--- config.mk ---
export PLATFORM = sky130hd
export DESIGN_NAME = seq_gen_flat
export DESIGN_NICKNAME = d
export VERILOG_FILES = /design/src/rtl/seq_pkg.sv /design/src/rtl/seq_gen_if.sv /design/src/rtl/seq_gen.sv /design/src/flat_wrapper.sv
export SDC_FILE = /design/constraint.sdc
export NUM_CORES = 1
export LEC_CHECK = 0
export BUFFER_PORTS_ARGS = -buffer_cell sky130_fd_sc_hd__buf_2
export CELL_PAD_IN_SITES_DETAIL_PLACEMENT = 1
export CELL_PAD_IN_SITES_GLOBAL_PLACEMENT = 1
export CORE_ASPECT_RATIO = 1.25
export CORE_MARGIN = 2
export CORE_UTILIZATION = 43
export CTS_BUF_LIST = sky130_fd_sc_hd__clkbuf_16
export CTS_CLUSTER_SIZE = 25
export DETAILED_ROUTE_END_ITERATION = 6
export PLACE_DENSITY_LB_ADDON = 0.08
export SLEW_MARGIN = 20
export SYNTH_ARGS = -nofsm -noshare
export SYNTH_HDL_FRONTEND = slang
export SYNTH_SLANG_ARGS = --single-unit
--- constraint.sdc ---
create_clock -name clk -period 3.4 [get_ports clk]
set_clock_uncertainty 0.05 [all_clocks]
set_input_delay 0.34 -clock clk [delete_from_list [all_inputs] [get_ports clk]]
set_output_delay 0.34 -clock clk [all_outputs]
set_load 0.01 [all_outputs]
--- src/rtl/seq_pkg.sv ---
// Shared definitions for the serial pattern generator and the serial detector family.
package seq_pkg;

  localparam int SEQ_W  = 8;
  localparam int SEQ_CW = 4;

  typedef enum logic [1:0] {
    ST_IDLE  = 2'd0,
    ST_SHIFT = 2'd1,
    ST_GAP   = 2'd2,
    ST_FIN   = 2'd3
  } seq_state_e;

endpackage

--- src/rtl/seq_gen_if.sv ---
// Load handshake and serial output bundle of the pattern generator.
interface seq_gen_if
  import seq_pkg::*;
#(
  parameter int W  = SEQ_W,
  parameter int CW = SEQ_CW
) ();

  localparam int LW = $clog2(W + 1);

  logic          load_valid;
  logic          load_ready;
  logic [W-1:0]  load_pattern;
  logic [LW-1:0] load_len;
  logic [CW-1:0] load_reps;
  logic          pause;
  logic          data;
  logic          data_valid;
  logic          busy;
  logic          done;

  modport master (
    output load_valid, load_pattern, load_len, load_reps, pause,
    input  load_ready, data, data_valid, busy, done
  );

  modport slave (
    input  load_valid, load_pattern, load_len, load_reps, pause,
    output load_ready, data, data_valid, busy, done
  );

endinterface

--- src/rtl/seq_gen.sv ---
// Serial pattern generator: loads a parallel pattern and sends it MSB-first,
// optionally repeated with idle gaps between repetitions and stalled by pause.
module seq_gen
  import seq_pkg::*;
#(
  parameter int W       = SEQ_W,
  parameter int CW      = SEQ_CW,
  parameter int GAP_CYC = 0
) (
  input logic     clk,
  input logic     rst_n,
  seq_gen_if.slave bus
);

  localparam int LW = $clog2(W + 1);
  localparam int GW = (GAP_CYC > 0) ? $clog2(GAP_CYC + 1) : 1;
  localparam logic [LW-1:0] LEN_MAX  = LW'(W);
  localparam logic [GW-1:0] GAP_LAST = GW'((GAP_CYC > 0) ? GAP_CYC - 1 : 0);

  seq_state_e    state_q;
  logic [W-1:0]  pat_q;
  logic [LW-1:0] len_q;
  logic [LW-1:0] idx_q;
  logic [CW-1:0] reps_q;
  logic [GW-1:0] gap_q;
  logic          data_q;
  logic          data_valid_q;
  logic          busy_q;
  logic          done_q;

  logic          accept_s;
  logic [LW-1:0] in_len_s;
  logic [W-1:0]  sel_pat_s;
  logic [LW-1:0] sel_len_s;
  logic [LW-1:0] sel_idx_s;
  logic [CW-1:0] sel_reps_s;
  logic [LW-1:0] pos_s;
  logic [W-1:0]  shifted_s;
  logic          bit_s;
  logic          last_s;
  seq_state_e    adv_state_d;
  logic [LW-1:0] adv_idx_d;
  logic [CW-1:0] adv_reps_d;

  assign accept_s = (state_q == ST_IDLE) && bus.load_valid;

  // The handshake edge is also an emission edge, so the bit select reads the
  // load port directly while idle and the latched copy otherwise.
  always_comb begin
    in_len_s = bus.load_len;
    if ((bus.load_len == '0) || (bus.load_len > LEN_MAX)) begin
      in_len_s = LEN_MAX;
    end else begin
      in_len_s = bus.load_len;
    end
    if (state_q == ST_IDLE) begin
      sel_pat_s  = bus.load_pattern;
      sel_len_s  = in_len_s;
      sel_idx_s  = '0;
      sel_reps_s = bus.load_reps;
    end else begin
      sel_pat_s  = pat_q;
      sel_len_s  = len_q;
      sel_idx_s  = idx_q;
      sel_reps_s = reps_q;
    end
    pos_s     = sel_len_s - sel_idx_s - LW'(1);
    shifted_s = sel_pat_s >> pos_s;
    bit_s     = shifted_s[0];
    last_s    = (sel_idx_s == (sel_len_s - LW'(1)));
  end

  // Bit-index / repetition bookkeeping applied on every emitted beat.
  always_comb begin
    adv_state_d = ST_SHIFT;
    adv_idx_d   = sel_idx_s + LW'(1);
    adv_reps_d  = sel_reps_s;
    if (last_s) begin
      if (sel_reps_s == '0) begin
        adv_state_d = ST_FIN;
        adv_idx_d   = sel_idx_s;
      end else begin
        adv_idx_d  = '0;
        adv_reps_d = sel_reps_s - CW'(1);
        if (GAP_CYC > 0) begin
          adv_state_d = ST_GAP;
        end else begin
          adv_state_d = ST_SHIFT;
        end
      end
    end else begin
      adv_state_d = ST_SHIFT;
    end
  end

  // Generator FSM with registered serial outputs.
  always_ff @(posedge clk or negedge rst_n) begin
    if (!rst_n) begin
      state_q      <= ST_IDLE;
      pat_q        <= '0;
      len_q        <= '0;
      idx_q        <= '0;
      reps_q       <= '0;
      gap_q        <= '0;
      data_q       <= 1'b0;
      data_valid_q <= 1'b0;
      busy_q       <= 1'b0;
      done_q       <= 1'b0;
    end else begin
      case (state_q)
        ST_IDLE: begin
          done_q       <= 1'b0;
          data_valid_q <= 1'b0;
          busy_q       <= 1'b0;
          if (accept_s) begin
            pat_q  <= bus.load_pattern;
            len_q  <= in_len_s;
            busy_q <= 1'b1;
            gap_q  <= '0;
            if (bus.pause) begin
              idx_q   <= '0;
              reps_q  <= bus.load_reps;
              state_q <= ST_SHIFT;
            end else begin
              data_q       <= bit_s;
              data_valid_q <= 1'b1;
              idx_q        <= adv_idx_d;
              reps_q       <= adv_reps_d;
              state_q      <= adv_state_d;
            end
          end
        end
        ST_SHIFT: begin
          busy_q <= 1'b1;
          done_q <= 1'b0;
          if (bus.pause) begin
            data_valid_q <= 1'b0;
          end else begin
            data_q       <= bit_s;
            data_valid_q <= 1'b1;
            idx_q        <= adv_idx_d;
            reps_q       <= adv_reps_d;
            gap_q        <= '0;
            state_q      <= adv_state_d;
          end
        end
        ST_GAP: begin
          data_valid_q <= 1'b0;
          if (gap_q == GAP_LAST) begin
            state_q <= ST_SHIFT;
          end else begin
            gap_q <= gap_q + GW'(1);
          end
        end
        ST_FIN: begin
          data_valid_q <= 1'b0;
          done_q       <= 1'b1;
          busy_q       <= 1'b0;
          state_q      <= ST_IDLE;
        end
        default: begin
          data_valid_q <= 1'b0;
          busy_q       <= 1'b0;
          done_q       <= 1'b0;
          state_q      <= ST_IDLE;
        end
      endcase
    end
  end

  assign bus.load_ready = (state_q == ST_IDLE);
  assign bus.data       = data_q;
  assign bus.data_valid = data_valid_q;
  assign bus.busy       = busy_q;
  assign bus.done       = done_q;

endmodule

--- src/flat_wrapper.sv ---
// flat-port wrapper written by rule: the top's interface ports become plain ports
module seq_gen_flat import seq_pkg::*;
#(
  parameter int W       = SEQ_W,
  parameter int CW      = SEQ_CW,
  parameter int GAP_CYC = 0
)
  (clk, rst_n, bus_load_valid, bus_load_pattern, bus_load_len, bus_load_reps, bus_pause, bus_load_ready, bus_data, bus_data_valid, bus_busy, bus_done);
  seq_gen_if #(.W(W), .CW(CW)) bus_i ();
  input logic clk;
  input logic rst_n;
  input wire logic [$bits(bus_i.load_valid)-1:0] bus_load_valid;
  input wire logic [$bits(bus_i.load_pattern)-1:0] bus_load_pattern;
  input wire logic [$bits(bus_i.load_len)-1:0] bus_load_len;
  input wire logic [$bits(bus_i.load_reps)-1:0] bus_load_reps;
  input wire logic [$bits(bus_i.pause)-1:0] bus_pause;
  output wire logic [$bits(bus_i.load_ready)-1:0] bus_load_ready;
  output wire logic [$bits(bus_i.data)-1:0] bus_data;
  output wire logic [$bits(bus_i.data_valid)-1:0] bus_data_valid;
  output wire logic [$bits(bus_i.busy)-1:0] bus_busy;
  output wire logic [$bits(bus_i.done)-1:0] bus_done;
  assign bus_i.load_valid = bus_load_valid;
  assign bus_i.load_pattern = bus_load_pattern;
  assign bus_i.load_len = bus_load_len;
  assign bus_i.load_reps = bus_load_reps;
  assign bus_i.pause = bus_pause;
  assign bus_load_ready = bus_i.load_ready;
  assign bus_data = bus_i.data;
  assign bus_data_valid = bus_i.data_valid;
  assign bus_busy = bus_i.busy;
  assign bus_done = bus_i.done;
  seq_gen #(.W(W), .CW(CW), .GAP_CYC(GAP_CYC)) u_core (.clk(clk), .rst_n(rst_n), .bus(bus_i));
endmodule
# Word level (Yosys, flattened, before mapping)
# Index checks and enable logic that the tools add are counted.
[totals] output_inout_bits=5 ff_bits=27 input_bits=20
[classes] addsub=6 shift=1 n_mux=37 magnitude_cmp=1 n_reduce_logical=16 eq_ne=7
[op_table] operator="$mux 4" count=14
[op_table] operator="$pmux 4 s2" count=2
[op_table] operator="$mux 2" count=6
[op_table] operator="$sub 4x1->4 const B" count=3
[op_table] operator="$pmux 1 s3" count=3
[op_table] operator="$reduce_and 3->1" count=3
[op_table] operator="$logic_not 4->1" count=2
[op_table] operator="$mux 1" count=8
[op_table] operator="$mux 8" count=1
[op_table] operator="$pmux 2 s4" count=1
[op_table] operator="$shr 8x4->1" count=1
[op_table] operator="$reduce_bool 3->1" count=2
[op_table] operator="$add 4x1->4 const B" count=1
[op_table] operator="$eq 2x2->1 const B" count=2
[op_table] operator="$eq 4x4->1" count=1
[op_table] operator="$gt 4x4->1 const B" count=1
[op_table] operator="$ne 2x2->1 const B" count=2
[op_table] operator="$pmux 1 s2" count=2
[op_table] operator="$reduce_and 2->1" count=2
[op_table] operator="$reduce_bool 2->1" count=2
[op_table] operator="$reduce_or 2->1" count=2
[op_table] operator="$sub 4x4->4" count=1
[op_table] operator="$eq 2x1->1 const B" count=1
[op_table] operator="$logic_not 2->1" count=1
[op_table] operator="4 further kinds" count=4

# Depth between registers and ports, before layout
[logic_depth] ltp_word=10 mapped_depth=13

# Least setup slack after synthesis
# Ideal clock, no wire load.
[synth_timing] path_kind="register to register" startpoint="register u_core.state_q[1]" endpoint="register u_core.data_q (netlist: u_core.bus.data)" setup_ns=0.121 path_buffers=2 synth_period_minus_slack_ns=3.017 required_time_ns=3.229 setup_slack_ns=0.383 path_stages_with_launch=13 arrival_ns=2.846 cell_sequence="dfrtp_1 or2_1 buf_4 clkbuf_1 o21ai_0 ha_1 inv_1 fa_1 xor2_1 mux4_2 mux2i_1 a21oi_1 a22o_1"
[synth_between] elab_chain_len=8 elab_cells_between_ends=15
[synth_lines] item="start, declared" line_no="seq_gen.sv:20" source="seq_state_e state_q;"
[synth_lines] item="start signal, assigned" line_no="seq_gen.sv:129" source="state_q <= adv_state_d;"
[synth_lines] item="start signal, assigned" line_no="seq_gen.sv:144" source="state_q <= adv_state_d;"
[synth_lines] item="$logic_not 2->1" line_no="seq_gen.sv:45, seq_gen.sv:56, seq_gen.sv:110"
[synth_lines] item="$mux 4" line_no="seq_gen.sv:56" source="if (state_q == ST_IDLE) begin"
[synth_lines] item="$sub 4x4->4" line_no="seq_gen.sv:67" source="pos_s = sel_len_s - sel_idx_s - LW'(1);"
[synth_lines] item="$sub 4x1->4" line_no="seq_gen.sv:67"
[synth_lines] item="$shr 8x4->1" line_no="seq_gen.sv:68" source="shifted_s = sel_pat_s >> pos_s;"
[synth_lines] item="$mux 1" line_no="seq_gen.sv:120, seq_gen.sv:136"
[synth_lines] item="$mux 1" line_no="seq_gen.sv:115" source="if (accept_s) begin"
[synth_lines] item="$pmux 1 s2" line_no="seq_gen.sv:110" source="case (state_q)"
[synth_lines] item="end signal, assigned" line_no="seq_gen.sv:125" source="data_q <= bit_s;"
[synth_lines] item="end signal, assigned" line_no="seq_gen.sv:139" source="data_q <= bit_s;"
[synth_lines] item="end, declared" line_no="seq_gen.sv:26" source="logic data_q;"
# Parallel ways exist; a longest one is shown, timed or not. The select of a mux whose other input is x is not followed.
# A chain may end at the register's enable or synchronous reset.

# Worst setup path in the final report
[layout_timing] startpoint="register u_core.state_q[0]" endpoint="register u_core.data_q (netlist: u_core.bus.data)"
# The elaborated chain is that of the path after synthesis.

==> flow_summary_export.csv <==
group,metric,value,unit
critical_path,cp_slowest_cell,"dfrtp_1",
critical_path,cp_max_fo,12,
die,coreArea,3750,sq um
critical_path,cp.arrival,3.21,ns
synth,synth_ff_type,"dfrtp_1",
finish,antenna_cells,0,
sta,fin_crit_sh,0.914,
pwr,powerDensity,575,nW/um^2
flow_run,maxCapViolations,0,
cts,cts_buffers,3,
global_route,overflow,0,
synth,synth_edf_count,0,
detailed_routing,route.top_layer_used,"met4",
critical_path,worstSetupPathType,"reg2reg",
critical_path,slowest_delay,0.45,ns
synth,synth_top_family_by_area,"compound AO/OA/AOI/OAI gates",
pwr,seqPwrFrac,0.360,
synth,synth.area.top_cells,"dfrtp_1 39%, mux2_2 6.7%, o21ai_0 5.1%",
synth,synth.distinct_cells,40,
cts,cts.sinks,26,
pwr,p_int,0.000768,W
global_route,antenna_found_initial,0,
cts,clock-root-buffer,"clkbuf_16",
placed_design,dpl.cell_count,234,
sta,slew_headroom,0.587,
pwr,pwr-share-comb,0.329,
critical_path,end_kind,"flip-flop",
detailed_routing,vias_per_cell,5.96,
detailed_routing,drt-total-wl,4090,um
placed_design,hpwl,3190,um
synth,synthMuxAreaShare,0.161,
synth,synth-compound-area-share,0.170,
synth,ys_seq_area_frac,0.387,
pwr,clockPowerShare,0.311,
pwr,swShare,0.314,
synth,yosysMostFrequentCell,"dfrtp_1",
placed_design,io_buffer_count,24,
critical_path,cp.required,3.51,ns
synth,synthAdderAreaFrac,0.0566,
die,die_w,59.9,um
critical_path,critPathLaunchType,"flip-flop",
finish,drive_gt1_frac,0.242,
synth,synth_top_cell_area_share,0.387,
sta,setup_tns,0,ns
cts,cts_resized,0,
die,die_h,73.9,um
placed_design,place_congestion,0.804,
detailed_routing,avgRoutedWirePerCell,17.2,um
global_route,grt_pass1_wl,6840,um
sta,report.final.slew_viol_count,0,
synth,synthXorXnorAreaFrac,0.0469,
synth,syn_avg_cell_area,9.71,sq um
cts,cts_tree,"yes",
cts,clk_latency,0.26,ns
detailed_routing,firstDrtPassIters,4,
synth,synth_top_cell_by_area,"dfrtp_1",
synth,ys_warn_count,0,
global_route,grt_pass1_vias,1475,
pwr,p_leak,0.912,nW
detailed_routing,drt_iter0_markers,58,
global_route,grt_max_degree,27,
die,initial_core_util,0.448,
synth,syn-num-nets,200,
detailed_routing,antenna_left,0,
die,std_cell_rows,25,
cts,htree_levels,1,
detailed_routing,vias,1418,
outcome,outcome,"finished clean",
detailed_routing,wl_met2,2260,um
sta,max_freq,322,MHz
cts,clkTransAtPathRegs,0.07,ns
synth,syn-cell-area,1680,sq um
cts,cts_setup_buffers,0,
cts,clock_path_buffers,2,
finish,area_growth,15.9,%
critical_path,path_cells,"or2_1, o21ai_0, ha_1, inv_1, fa_1, xor2_1, mux4_2, mux2i_1, a21oi_1, a22o_1",
global_route,track_usage,0.211,
synth,synth_async_sr_flop_share,1.00,
synth,synth_simple_gate_area_share,0.142,
sta,hold_viol_final,0,
synth,ys_ff_latch,26,
sta,tightest_slew,0.618,ns
detailed_routing,route.met3.wl,102,um
cts,postCtsHoldBufs,0,
detailed_routing,drcViolationCount,0,
sta,rsz0062_at_grt,"no",
pwr,power,0.00112,W
detailed_routing,wl_met1,1620,um
finish,fin_nets,226,
pwr,power.switching,0.000352,W
pwr,vdd_ir_drop_max,0.000294,V
synth,yosys-top-cells-count,"26 x dfrtp_1, 17 x nand2_1, 17 x o21ai_0",
die,io_pins,25,
sta,final.min_clock_period,3.11,ns
finish,stdcell_count,238,
die,die_area,4430,sq um
synth,syn_inst,173,
hold_path,hold_class,"in2async",
sta,setup_viol,0,
==> layout by cell type, fill, tap and decap left out, types with 2 or more instances in the layout <==
cell type / n
nand2b_1: 3
mux4_2: 2
mux2_2: 10
o21ai_1: 3
nor2_1: 10
o21ai_0: 17
a21oi_1: 10
buf_4: 2
xor2_1: 6
nand2_1: 17
or2_2: 2
mux2i_1: 6
o21a_1: 3
inv_1: 9
a21o_1: 2
dfrtp_1: 26
nor3_1: 8
ha_1: 6
nand3_1: 5
clkbuf_16: 3
mux4_1: 2
buf_2: 24
xnor2_1: 3
nor4_1: 2
==> cell families after synthesis <==
group	after synthesis
xor+xnor	9
fa+ha+maj	7
mux	20
flops	26
buf+inv	15
simple gates	51
compound gates	45
==> power groups by stage <==
stage,clock network (W),logic (W),registers (W)
6_report,0.000349,0.000369,0.000403
5_1_grt,0.000365,0.000412,0.000410
3_5_place_dp,0,0.000370,0.000408
3_3_place_gp,0,0.000357,0.000405
4_1_cts,0.000359,0.000375,0.000403
2_1_floorplan,0,0.000272,0.000399
==> sequential cells by signal, summed over array words and instances, names as in the netlist <==
signal,cells
u_core.reps_q,4
u_core.bus.data,1
u_core.pat_q,8
u_core.bus.data_valid,1
u_core.state_q,2
u_core.bus.done,1
u_core.idx_q,4
u_core.bus.busy,1
u_core.len_q,4
==> routing by layer <==
metal	track usage	up-vias
met3	0.0211	9
met4	0.119	0
met5	0	-
li1	-	680
met2	0.380	28
met1	0.236	701
==> per-stage QoR <==
stage / util / setup slack [ns] / hold WS, ns / instance area (sq um)
after CTS: 0.519 / 0.284 / 0.0506 / 1950
after detailed placement: 0.491 / 0.321 / 0.341 / 1840
after global routing: 0.519 / 0.0972 / 0.0785 / 1950
final: 0.519 / 0.292 / 0.0229 / 1950
after floorplan: - / 0.383 / -0.00559 / 1680
after global placement: 0.491 / 0.481 / 0.321 / 1840
==> cell type report <==
cell class	instances	area (sq um)
Multi-Input combinational cell	132	968
Clock buffer	3	75.1
Inverter	10	37.5
Fill cell	445	1810
Timing Repair Buffer	26	135
Tap cell	40	50.0
Sequential cell	26	651
Clock inverter	1	30.0
==> path summary, 6_finish.rpt <==
path,end,slack [ns],depth (start not counted),startpoint
max in group asynchronous,u_core.reps_q[2],2.89,1,rst_n
worst min-delay path,u_core.bus.busy,0.02,1,rst_n
min in group clk,u_core.pat_q[7],0.26,2,bus_load_pattern[7]
worst max register to register,u_core.bus.data,0.29,10,u_core.state_q[0]
worst max-delay path,u_core.bus.data,0.29,10,u_core.state_q[0]
worst min register to register,u_core.bus.done,0.44,1,u_core.bus.done
==> worst max-delay path, delay by kind of cell, from the launching register on <==
family          cells  cell delay (ns)
flops               1             0.45
mux                 2             0.49
buf+inv             1             0.06
simple gates        1             0.40
fa+ha+maj           2             0.65
xor+xnor            1             0.29
compound gates      3             0.59
No activity file was read; power rests on OpenSTA's default activity.
